File: config.mk
export PLATFORM = sky130hd
export DESIGN_NAME = lc_3_mmio_flat
export DESIGN_NICKNAME = d
export VERILOG_FILES = /design/src/rtl/lc_3_mmio_if.sv /design/src/rtl/lc_3_mmio.sv /design/src/flat_wrapper.sv
export SDC_FILE = /design/constraint.sdc
export NUM_CORES = 1
export LEC_CHECK = 0
export ABC_AREA = 1
export CAP_MARGIN = 20
export CORE_MARGIN = 3
export CORE_UTILIZATION = 50
export CTS_CLUSTER_DIAMETER = 60
export DETAILED_ROUTE_END_ITERATION = 8
export DONT_BUFFER_PORTS = 1
export HOLD_SLACK_MARGIN = 0.15
export PLACE_DENSITY = 0.76
export SLEW_MARGIN = 20
export SYNTH_ARGS = -nofsm -noshare
export SYNTH_HDL_FRONTEND = slang
export SYNTH_SLANG_ARGS = --single-unit
File: constraint.sdc
create_clock -name clock -period 2.66 [get_ports clock]
set_input_delay 0.665 -clock clock [delete_from_list [all_inputs] [get_ports clock]]
set_output_delay 0.665 -clock clock [all_outputs]
set_load 0.005 [all_outputs]
File: src/rtl/lc_3_mmio_if.sv
// CPU memory-port bus between the lc_3 core (master) and the MMIO responder (slave).
interface lc_3_mmio_if #(
  parameter int unsigned ADDR_WIDTH = 16,
  parameter int unsigned DATA_WIDTH = 16
);
  logic                  mem_en;
  logic                  mem_we;
  logic [ADDR_WIDTH-1:0] mem_addr;
  logic [DATA_WIDTH-1:0] mem_wdata;
  logic                  io_hit;
  logic [DATA_WIDTH-1:0] mem_rdata;
  logic                  mem_ready;

  modport master (
    output mem_en, mem_we, mem_addr, mem_wdata,
    input  io_hit, mem_rdata, mem_ready
  );

  modport slave (
    input  mem_en, mem_we, mem_addr, mem_wdata,
    output io_hit, mem_rdata, mem_ready
  );
endinterface

File: src/rtl/lc_3_mmio.sv
// LC-3 device-register responder: KBSR/KBDR/DSR/DDR/MCR decode, keyboard FIFO,
// valid/ready display port and interrupt request.
module lc_3_mmio #(
  parameter int unsigned ADDR_WIDTH = 16,
  parameter int unsigned DATA_WIDTH = 16,
  parameter int unsigned FIFO_DEPTH = 4
) (
  input  logic       clock,
  input  logic       reset,
  lc_3_mmio_if.slave bus,
  input  logic       kb_valid,
  input  logic [7:0] kb_data,
  output logic       kb_ready,
  output logic       disp_valid,
  output logic [7:0] disp_data,
  input  logic       disp_ready,
  output logic       irq,
  output logic       run
);

  localparam int unsigned PTR_W = (FIFO_DEPTH > 1) ? $clog2(FIFO_DEPTH) : 1;
  localparam int unsigned CNT_W = PTR_W + 1;

  localparam logic [ADDR_WIDTH-1:0] KBSR_ADDR = ADDR_WIDTH'(16'hFE00);
  localparam logic [ADDR_WIDTH-1:0] KBDR_ADDR = ADDR_WIDTH'(16'hFE02);
  localparam logic [ADDR_WIDTH-1:0] DSR_ADDR  = ADDR_WIDTH'(16'hFE04);
  localparam logic [ADDR_WIDTH-1:0] DDR_ADDR  = ADDR_WIDTH'(16'hFE06);
  localparam logic [ADDR_WIDTH-1:0] MCR_ADDR  = ADDR_WIDTH'(16'hFFFE);

  localparam int unsigned STAT_BIT = DATA_WIDTH - 1;
  localparam int unsigned IE_BIT   = DATA_WIDTH - 2;

  typedef enum logic [2:0] {
    SEL_NONE,
    SEL_KBSR,
    SEL_KBDR,
    SEL_DSR,
    SEL_DDR,
    SEL_MCR
  } sel_e;

  sel_e                  sel;
  logic                  rd_acc;
  logic                  wr_acc;
  logic [DATA_WIDTH-1:0] rdata_next;
  logic                  irq_next;

  logic [7:0]            fifo_mem [FIFO_DEPTH];
  logic [PTR_W-1:0]      wr_ptr;
  logic [PTR_W-1:0]      rd_ptr;
  logic [CNT_W-1:0]      count;
  logic                  fifo_empty;
  logic                  push;
  logic                  pop;

  logic                  kb_ie;
  logic                  dsp_ie;
  logic [DATA_WIDTH-1:0] mcr;
  logic                  disp_hs;
  logic                  ddr_load;

  always_comb begin
    sel = SEL_NONE;
    case (bus.mem_addr)
      KBSR_ADDR: sel = SEL_KBSR;
      KBDR_ADDR: sel = SEL_KBDR;
      DSR_ADDR:  sel = SEL_DSR;
      DDR_ADDR:  sel = SEL_DDR;
      MCR_ADDR:  sel = SEL_MCR;
      default:   sel = SEL_NONE;
    endcase
  end

  assign bus.io_hit = bus.mem_en && (sel != SEL_NONE);
  assign rd_acc     = bus.io_hit && !bus.mem_we;
  assign wr_acc     = bus.io_hit && bus.mem_we;

  assign fifo_empty = (count == '0);
  assign kb_ready   = (count != CNT_W'(FIFO_DEPTH));
  assign push       = kb_valid && kb_ready;
  assign pop        = rd_acc && (sel == SEL_KBDR) && !fifo_empty;

  // Both terms look at the pre-edge disp_valid, so they can never fire together;
  // a DDR write that coincides with a handshake is dropped.
  assign disp_hs    = disp_valid && disp_ready;
  assign ddr_load   = wr_acc && (sel == SEL_DDR) && !disp_valid;

  assign run        = mcr[STAT_BIT];

  always_comb begin
    rdata_next = '0;
    if (rd_acc) begin
      case (sel)
        SEL_KBSR: begin
          rdata_next[STAT_BIT] = !fifo_empty;
          rdata_next[IE_BIT]   = kb_ie;
        end
        SEL_KBDR: begin
          if (!fifo_empty) rdata_next[7:0] = fifo_mem[rd_ptr];
        end
        SEL_DSR: begin
          rdata_next[STAT_BIT] = !disp_valid;
          rdata_next[IE_BIT]   = dsp_ie;
        end
        SEL_DDR:  rdata_next[7:0] = disp_data;
        SEL_MCR:  rdata_next = mcr;
        default:  rdata_next = '0;
      endcase
    end
  end

  assign irq_next = (!fifo_empty && kb_ie) || (!disp_valid && dsp_ie);

  // Storage is not reset; pointer/count reset is what discards the contents.
  always_ff @(posedge clock) begin
    if (push) fifo_mem[wr_ptr] <= kb_data;
  end

  always_ff @(posedge clock) begin
    if (reset) begin
      wr_ptr <= '0;
      rd_ptr <= '0;
      count  <= '0;
    end else begin
      if (push) wr_ptr <= wr_ptr + PTR_W'(1);
      if (pop)  rd_ptr <= rd_ptr + PTR_W'(1);
      case ({push, pop})
        2'b10:   count <= count + CNT_W'(1);
        2'b01:   count <= count - CNT_W'(1);
        default: count <= count;
      endcase
    end
  end

  always_ff @(posedge clock) begin
    if (reset) begin
      kb_ie         <= 1'b0;
      dsp_ie        <= 1'b0;
      mcr           <= '0;
      mcr[STAT_BIT] <= 1'b1;
    end else if (wr_acc) begin
      case (sel)
        SEL_KBSR: kb_ie  <= bus.mem_wdata[IE_BIT];
        SEL_DSR:  dsp_ie <= bus.mem_wdata[IE_BIT];
        SEL_MCR:  mcr    <= bus.mem_wdata;
        default:  ;
      endcase
    end
  end

  always_ff @(posedge clock) begin
    if (reset) begin
      disp_valid <= 1'b0;
      disp_data  <= '0;
    end else if (disp_hs) begin
      disp_valid <= 1'b0;
    end else if (ddr_load) begin
      disp_valid <= 1'b1;
      disp_data  <= bus.mem_wdata[7:0];
    end
  end

  always_ff @(posedge clock) begin
    if (reset) begin
      bus.mem_rdata <= '0;
      bus.mem_ready <= 1'b0;
      irq           <= 1'b0;
    end else begin
      bus.mem_rdata <= rdata_next;
      bus.mem_ready <= bus.io_hit;
      irq           <= irq_next;
    end
  end

endmodule
File: src/flat_wrapper.sv
// flat-port wrapper written by rule: the top's interface ports become plain ports
module lc_3_mmio_flat 
#(
  parameter int unsigned ADDR_WIDTH = 16,
  parameter int unsigned DATA_WIDTH = 16,
  parameter int unsigned FIFO_DEPTH = 4
)
  (clock, reset, kb_valid, kb_data, kb_ready, disp_valid, disp_data, disp_ready, irq, run, bus_mem_en, bus_mem_we, bus_mem_addr, bus_mem_wdata, bus_io_hit, bus_mem_rdata, bus_mem_ready);
  lc_3_mmio_if #(.ADDR_WIDTH(ADDR_WIDTH), .DATA_WIDTH(DATA_WIDTH)) bus_i ();
  input  logic clock;
  input  logic reset;
  input  logic kb_valid;
  input  logic [7:0] kb_data;
  output logic kb_ready;
  output logic disp_valid;
  output logic [7:0] disp_data;
  input  logic disp_ready;
  output logic irq;
  output logic run;
  input wire logic [$bits(bus_i.mem_en)-1:0] bus_mem_en;
  input wire logic [$bits(bus_i.mem_we)-1:0] bus_mem_we;
  input wire logic [$bits(bus_i.mem_addr)-1:0] bus_mem_addr;
  input wire logic [$bits(bus_i.mem_wdata)-1:0] bus_mem_wdata;
  output wire logic [$bits(bus_i.io_hit)-1:0] bus_io_hit;
  output wire logic [$bits(bus_i.mem_rdata)-1:0] bus_mem_rdata;
  output wire logic [$bits(bus_i.mem_ready)-1:0] bus_mem_ready;
  assign bus_i.mem_en = bus_mem_en;
  assign bus_i.mem_we = bus_mem_we;
  assign bus_i.mem_addr = bus_mem_addr;
  assign bus_i.mem_wdata = bus_mem_wdata;
  assign bus_io_hit = bus_i.io_hit;
  assign bus_mem_rdata = bus_i.mem_rdata;
  assign bus_mem_ready = bus_i.mem_ready;
  lc_3_mmio #(.ADDR_WIDTH(ADDR_WIDTH), .DATA_WIDTH(DATA_WIDTH), .FIFO_DEPTH(FIFO_DEPTH)) u_core (.clock(clock), .reset(reset), .bus(bus_i), .kb_valid(kb_valid), .kb_data(kb_data), .kb_ready(kb_ready), .disp_valid(disp_valid), .disp_data(disp_data), .disp_ready(disp_ready), .irq(irq), .run(run));
endmodule
# Yosys cells after proc, flatten, opt, wreduce, memory -nomap -nowiden
# Memories as Yosys holds them, arrays and structs flattened. A register that Yosys moved wholly into a read port is not among the register bits.
# Cells that the tools add are included.
dict set report op_classes {
  addsub 4
  n_eq_ne 13
  mux 9
  bitwise_logic 3
  n_reduce_logical 25
}
# operator n
set op_table {}
lappend op_table {{16-bit equality test, second input constant} 5}
lappend op_table {{8-bit case mux with 3 select lines} 1}
lappend op_table {{3-bit case mux with 5 select lines} 1}
lappend op_table {{1-bit logical AND} 11}
lappend op_table {{8-bit 2-to-1 mux} 1}
lappend op_table {{2-bit AND reduction} 4}
lappend op_table {{3-bit by 2-bit equality test with 1-bit output, second input constant} 2}
lappend op_table {{3-bit equality test, second input constant} 2}
lappend op_table {{2-bit case mux with 3 select lines} 1}
lappend op_table {{3-bit case mux with 2 select lines} 1}
lappend op_table {{2-bit by 1-bit adder with 2-bit output, second input constant} 2}
lappend op_table {{2-bit 2-to-1 mux} 2}
lappend op_table {{2-bit OR reduction} 2}
lappend op_table {{3-bit by 1-bit adder with 3-bit output, second input constant} 1}
lappend op_table {{3-bit by 1-bit equality test with 1-bit output, second input constant} 1}
lappend op_table {{1-bit zero test} 3}
lappend op_table {{3-bit zero test} 1}
lappend op_table {{3-bit != test, second input constant} 1}
lappend op_table {{1-bit inverter} 3}
lappend op_table {{3-bit nonzero test} 1}
lappend op_table {{3-bit OR reduction} 1}
lappend op_table {{3-bit by 1-bit subtractor with 3-bit output, second input constant} 1}
lappend op_table {{2-bit by 1-bit equality test with 1-bit output, second input constant} 1}
lappend op_table {{2-bit equality test, second input constant} 1}
lappend op_table {{other kinds (3)} 4}
dict set report word_totals {
  ff_bits 52
  ramBits 32
  out_inout_bits 30
  word_cells 67
  memories 1
}
# name words word_bits read_ports rd_clocked_by_memory_dff write_ports line
set mem_list {}
lappend mem_list {u_core.fifo_mem 4 8 1 1 1 lc_3_mmio.sv:48} ;# logic [7:0] fifo_mem [FIFO_DEPTH];

# Longest topological paths before layout
dict set report depth {
  word_depth 9
  ltp_mapped 15
  ltp_nobuf 15
}

# Worst setup path before layout
# OpenSTA, ideal clock, no wires.
dict set report synth_timing {
  kind {input to register}
  startpoint {in bus_mem_addr[13]}
  endpoint {reg u_core.count[2]}
  setup_ns 0.070
  arrival_ns 2.474
  required_ns 2.590
  slack_ns 0.116
  path_stages 14
  path_cell_list {nand2_1 nor2_4 nand2_2 inv_1 nand2_1 nand3_4 nand2_4 nor2_2 ha_1 fa_1 a21oi_1 o21a_1 o21ai_0 a21oi_1}
}
dict set report synth_via {
  elab_chain_cells 9
  word_cells_on_any_way 16
}
# item line
set synth_lines {}
lappend synth_lines {{start, declared} flat_wrapper.sv:22} ;# input wire logic [$bits(bus_i.mem_addr)-1:0] bus_mem_addr;
lappend synth_lines {{16-bit equality test} lc_3_mmio.sv:64} ;# case (bus.mem_addr)
lappend synth_lines {{3-bit case mux with 5 select lines (*)} lc_3_mmio.sv:64}
lappend synth_lines {{3-bit nonzero test} lc_3_mmio.sv:74} ;# assign bus.io_hit = bus.mem_en && (sel != SEL_NONE);
lappend synth_lines {{1-bit logical AND} lc_3_mmio.sv:74}
lappend synth_lines {{1-bit logical AND} lc_3_mmio.sv:75} ;# assign rd_acc = bus.io_hit && !bus.mem_we;
lappend synth_lines {{1-bit logical AND (*) (2 in a row)} lc_3_mmio.sv:81} ;# assign pop = rd_acc && (sel == SEL_KBDR) && !fifo_empty;
lappend synth_lines {{net u_core.pop} lc_3_mmio.sv:54} ;# logic pop;
lappend synth_lines {{2-bit by 1-bit equality test with 1-bit output / 2-bit equality test (equally long branches)} lc_3_mmio.sv:127} ;# case ({push, pop})
lappend synth_lines {{3-bit case mux with 2 select lines / 2-bit nonzero test (equally long branches)} -}
lappend synth_lines {{end signal, assigned} lc_3_mmio.sv:128} ;# 2'b10: count <= count + CNT_W'(1);
lappend synth_lines {{end signal, assigned} lc_3_mmio.sv:129} ;# 2'b01: count <= count - CNT_W'(1);
lappend synth_lines {{end signal, assigned} lc_3_mmio.sv:130} ;# default: count <= count;
lappend synth_lines {{end, declared} lc_3_mmio.sv:51} ;# logic [CNT_W-1:0] count;
# Mark *: on every way through the listed nets, which the timed path passes. The rest lies on a longest branch.
# A chain may end at the register's enable or synchronous reset.

# Worst setup path in the final report
# Ends and elaborated chain as after synthesis.

==> flow_metrics.py <==
metrics = {
    "status": {
        "status": "completed",
    },
    "timing": {
        "rsz0062_at_grt": "no",
        "fin_ws_ps": 341.8,
        "fmax_mhz": 431.4,
        "tightest_slew_ps": 755.7,
        "clock_skew_ps": 8.992,
        "slew_violations": 0,
        "finalSetupViolCount": 0,
        "period_needed_ps": 2318,
        "fin_hold_ws_ps": 370.1,
        "relSlewSlack": 0.4956,
        "post-route-period-util": 0.8715,
        "hold_viol_final": 0,
    },
    "logic_synthesis": {
        "synth_top_area_frac": 0.2927,
        "synth-seq-cells": 86,
        "syn_inst": 430,
        "yosysMostFrequentCell": "nand2_1",
        "ys_seq_area_frac": 0.5528,
        "ys_top_cells_by_area": "dfxtp_1 29%, edfxtp_1 26%, nand2_1 10%",
        "synth_top_cells_by_count": "101 x nand2_1, 68 x nor2_1, 54 x dfxtp_1",
        "synth_nets": 482,
        "avgSynthCellArea_um2": 8.590,
        "synth_warnings": 0,
        "syn_area_mm2": 0.003694,
        "yosys.area.top_type": "dfxtp_1",
        "synth_edf_count": 32,
        "synth.distinct_cells": 33,
        "yosys_most_used_dff": "dfxtp_1",
        "async_flop_share": 0,
    },
    "placed_design": {
        "dp_hpwl_mm": 5.979,
        "gp_congestion": 0.8607,
        "port_buffers": 0,
        "place_ws_ps": -23.50,
        "postPlaceCellArea_mm2": 0.003847,
    },
    "pwr": {
        "p_leak_uw": 0.001689,
        "peakVddDrop_mv": 0.2999,
        "p_per_area_mw_per_mm2": 602.1,
    },
    "route": {
        "dr.first_iter.drc_count": 170,
        "drc": 0,
        "antenna_left": 0,
        "dr.pass1.iters": 5,
        "routedWlPerCell_um": 15.16,
        "routed_wl_mm": 8.204,
        "drt-vias-per-instance": 5.242,
        "vias": 2836,
    },
    "setup_path": {
        "crit_path_end_kind": "flop",
        "startpoint_type": "input port",
        "arrival_ps": 2610,
        "critical_path_class": "in -> reg",
        "crit_required_ps": 2950,
        "critPathMaxStageDelay_ps": 400,
        "cp_max_fo": 4,
        "cp_cell_sequence": "nand2_1, nor2_4, nand2_2, inv_1, nand2_1, nand3_4, nand2_4, nor2_2, ha_1, fa_1, a21oi_1, o21a_1, o21ai_0, a21oi_1",
        "path_delay_family": "simple AND/OR/NAND/NOR gates",
        "critPathBufInv": 1,
        "cp_slowest_cell": "fa_1",
    },
    "global_route": {
        "grt_use_total": 0.1993,
        "antenna_found_initial": 0,
        "grt-ovfl-total": 0,
        "grt_pass1_vias": 2764,
        "grt_pass1_wl_mm": 13.10,
        "grt_max_degree": 25,
    },
    "final_layout": {
        "area_delta_synth_final_pct": 9.722,
        "stdcell_area_mm2": 0.004053,
        "drive_gt1_frac": 0.1169,
        "diodes": 0,
        "fin_nets": 492,
        "fin_util": 0.5805,
        "fillCellCount": 614,
    },
    "die": {
        "ios": 76,
        "die-width_um": 91.95,
        "rows": 30,
        "initial_utilization": 0.5290,
        "die_area_mm2": 0.008455,
        "die_h_um": 91.95,
        "core-area_mm2": 0.006982,
    },
    "worst_hold_path": {
        "hold_class": "in -> reg",
    },
    "run": {
        "cap_violations": 0,
    },
    "clock_tree": {
        "clkTransAtPathRegs_ps": 80,
        "post-cts-setup-buffer-count": 0,
        "cts_buffers": 9,
        "cts.sinks": 86,
        "clockBufferDepth": 2,
        "postCtsHoldBufs": 0,
        "cts_tree": "yes",
        "h-tree-depth": 3,
        "clockRootBuffer": "clkbuf_8",
        "clk_latency_ps": 350,
        "cts_resized": 0,
    },
}
[where the power goes]
group	switching (uW)	leakage (uW)	internal, uW
Combinational	61.3	0.000854	29.0
Sequential	10.1	0.000730	1390
Clock	425	0.000105	523
[cell usage in the layout, fill, tap and decap left out, types with 3 or more instances in the layout]
cell and instances:
inv_1 44, dfxtp_1 54, a21oi_1 26, nor3_1 3
nor2_4 3, buf_4 11, nand2_1 101, nand4_1 3
a31oi_1 6, edfxtp_1 32, nand2_2 3, nand2_4 3
nand3_1 11, clkinv_2 3, clkbuf_8 9, nor2_2 11
o21ai_0 22, a32oi_1 6, nor2_1 68, ha_1 5
[worst paths after layout]
path | slack [ps] | end | cells past startpoint | startpoint
hold reg to reg | 450 | u_core.bus.mem_rdata[9]$_SDFF_PP0_ | 2 | u_core.mcr[9]$_SDFFE_PP0P_
setup / recovery | 340 | u_core.count[2]$_SDFFE_PP0P_ | 14 | bus_mem_addr[13]
hold / removal | 370 | u_core.disp_data[1]$_SDFFE_PP0P_ | 1 | reset
setup reg to reg | 510 | u_core.count[2]$_SDFFE_PP0P_ | 9 | u_core.count[0]$_SDFFE_PP0P_
[flip-flops by register name, indices dropped and copies added, names as in the netlist, 2 cells and up, named ones only]
register              count
u_core.count              3
u_core.mcr               16
u_core.bus.mem_rdata     16
u_core.rd_ptr             2
u_core.disp_data          8
u_core.fifo_mem          32
u_core.wr_ptr             2
[routing by layer]
| metal | share of wire | vias to the layer above | GRT usage |
|---|---|---|---|
| li1 | - | 1413 | - |
| met1 | 0.39 | 1291 | 0.2346 |
| met2 | 0.49 | 115 | 0.3230 |
| met3 | 0.098 | 17 | 0.08368 |
| met4 | 0.019 | 0 | 0.07797 |
| met5 | 0 | - | 0 |
[cell type report]
cell class,instances,area [um2],area share
sequential,86,2042,0.5039
multi-input combinational,284,1421,0.3507
inverter,48,181.4,0.04477
clock buffer,11,131.4,0.03242
tap,96,120.1,0.02964
timing repair buffer,11,82.58,0.02038
clock inverter,5,73.82,0.01822
[stage by stage]
stage | TNS, ps | std cells | power, uW
floorplan | 0 | 430 | 1497
global placement | 0 | 525 | 1519
detailed placement | -23.50 | 525 | 1523
CTS | 0 | 541 | 2455
global route | 0 | 541 | 2524
finish | 0 | 541 | 2440
[cell families after synthesis]
family,Yosys count,synth area share
adders and majority gates,6,0.02236
and+or+nand+nor,211,0.2578
buffers and inverters,60,0.06233
DFF,86,0.5528
AOI/OAI and AO/OA,67,0.1047
No activity file was read; power rests on OpenSTA's default activity.
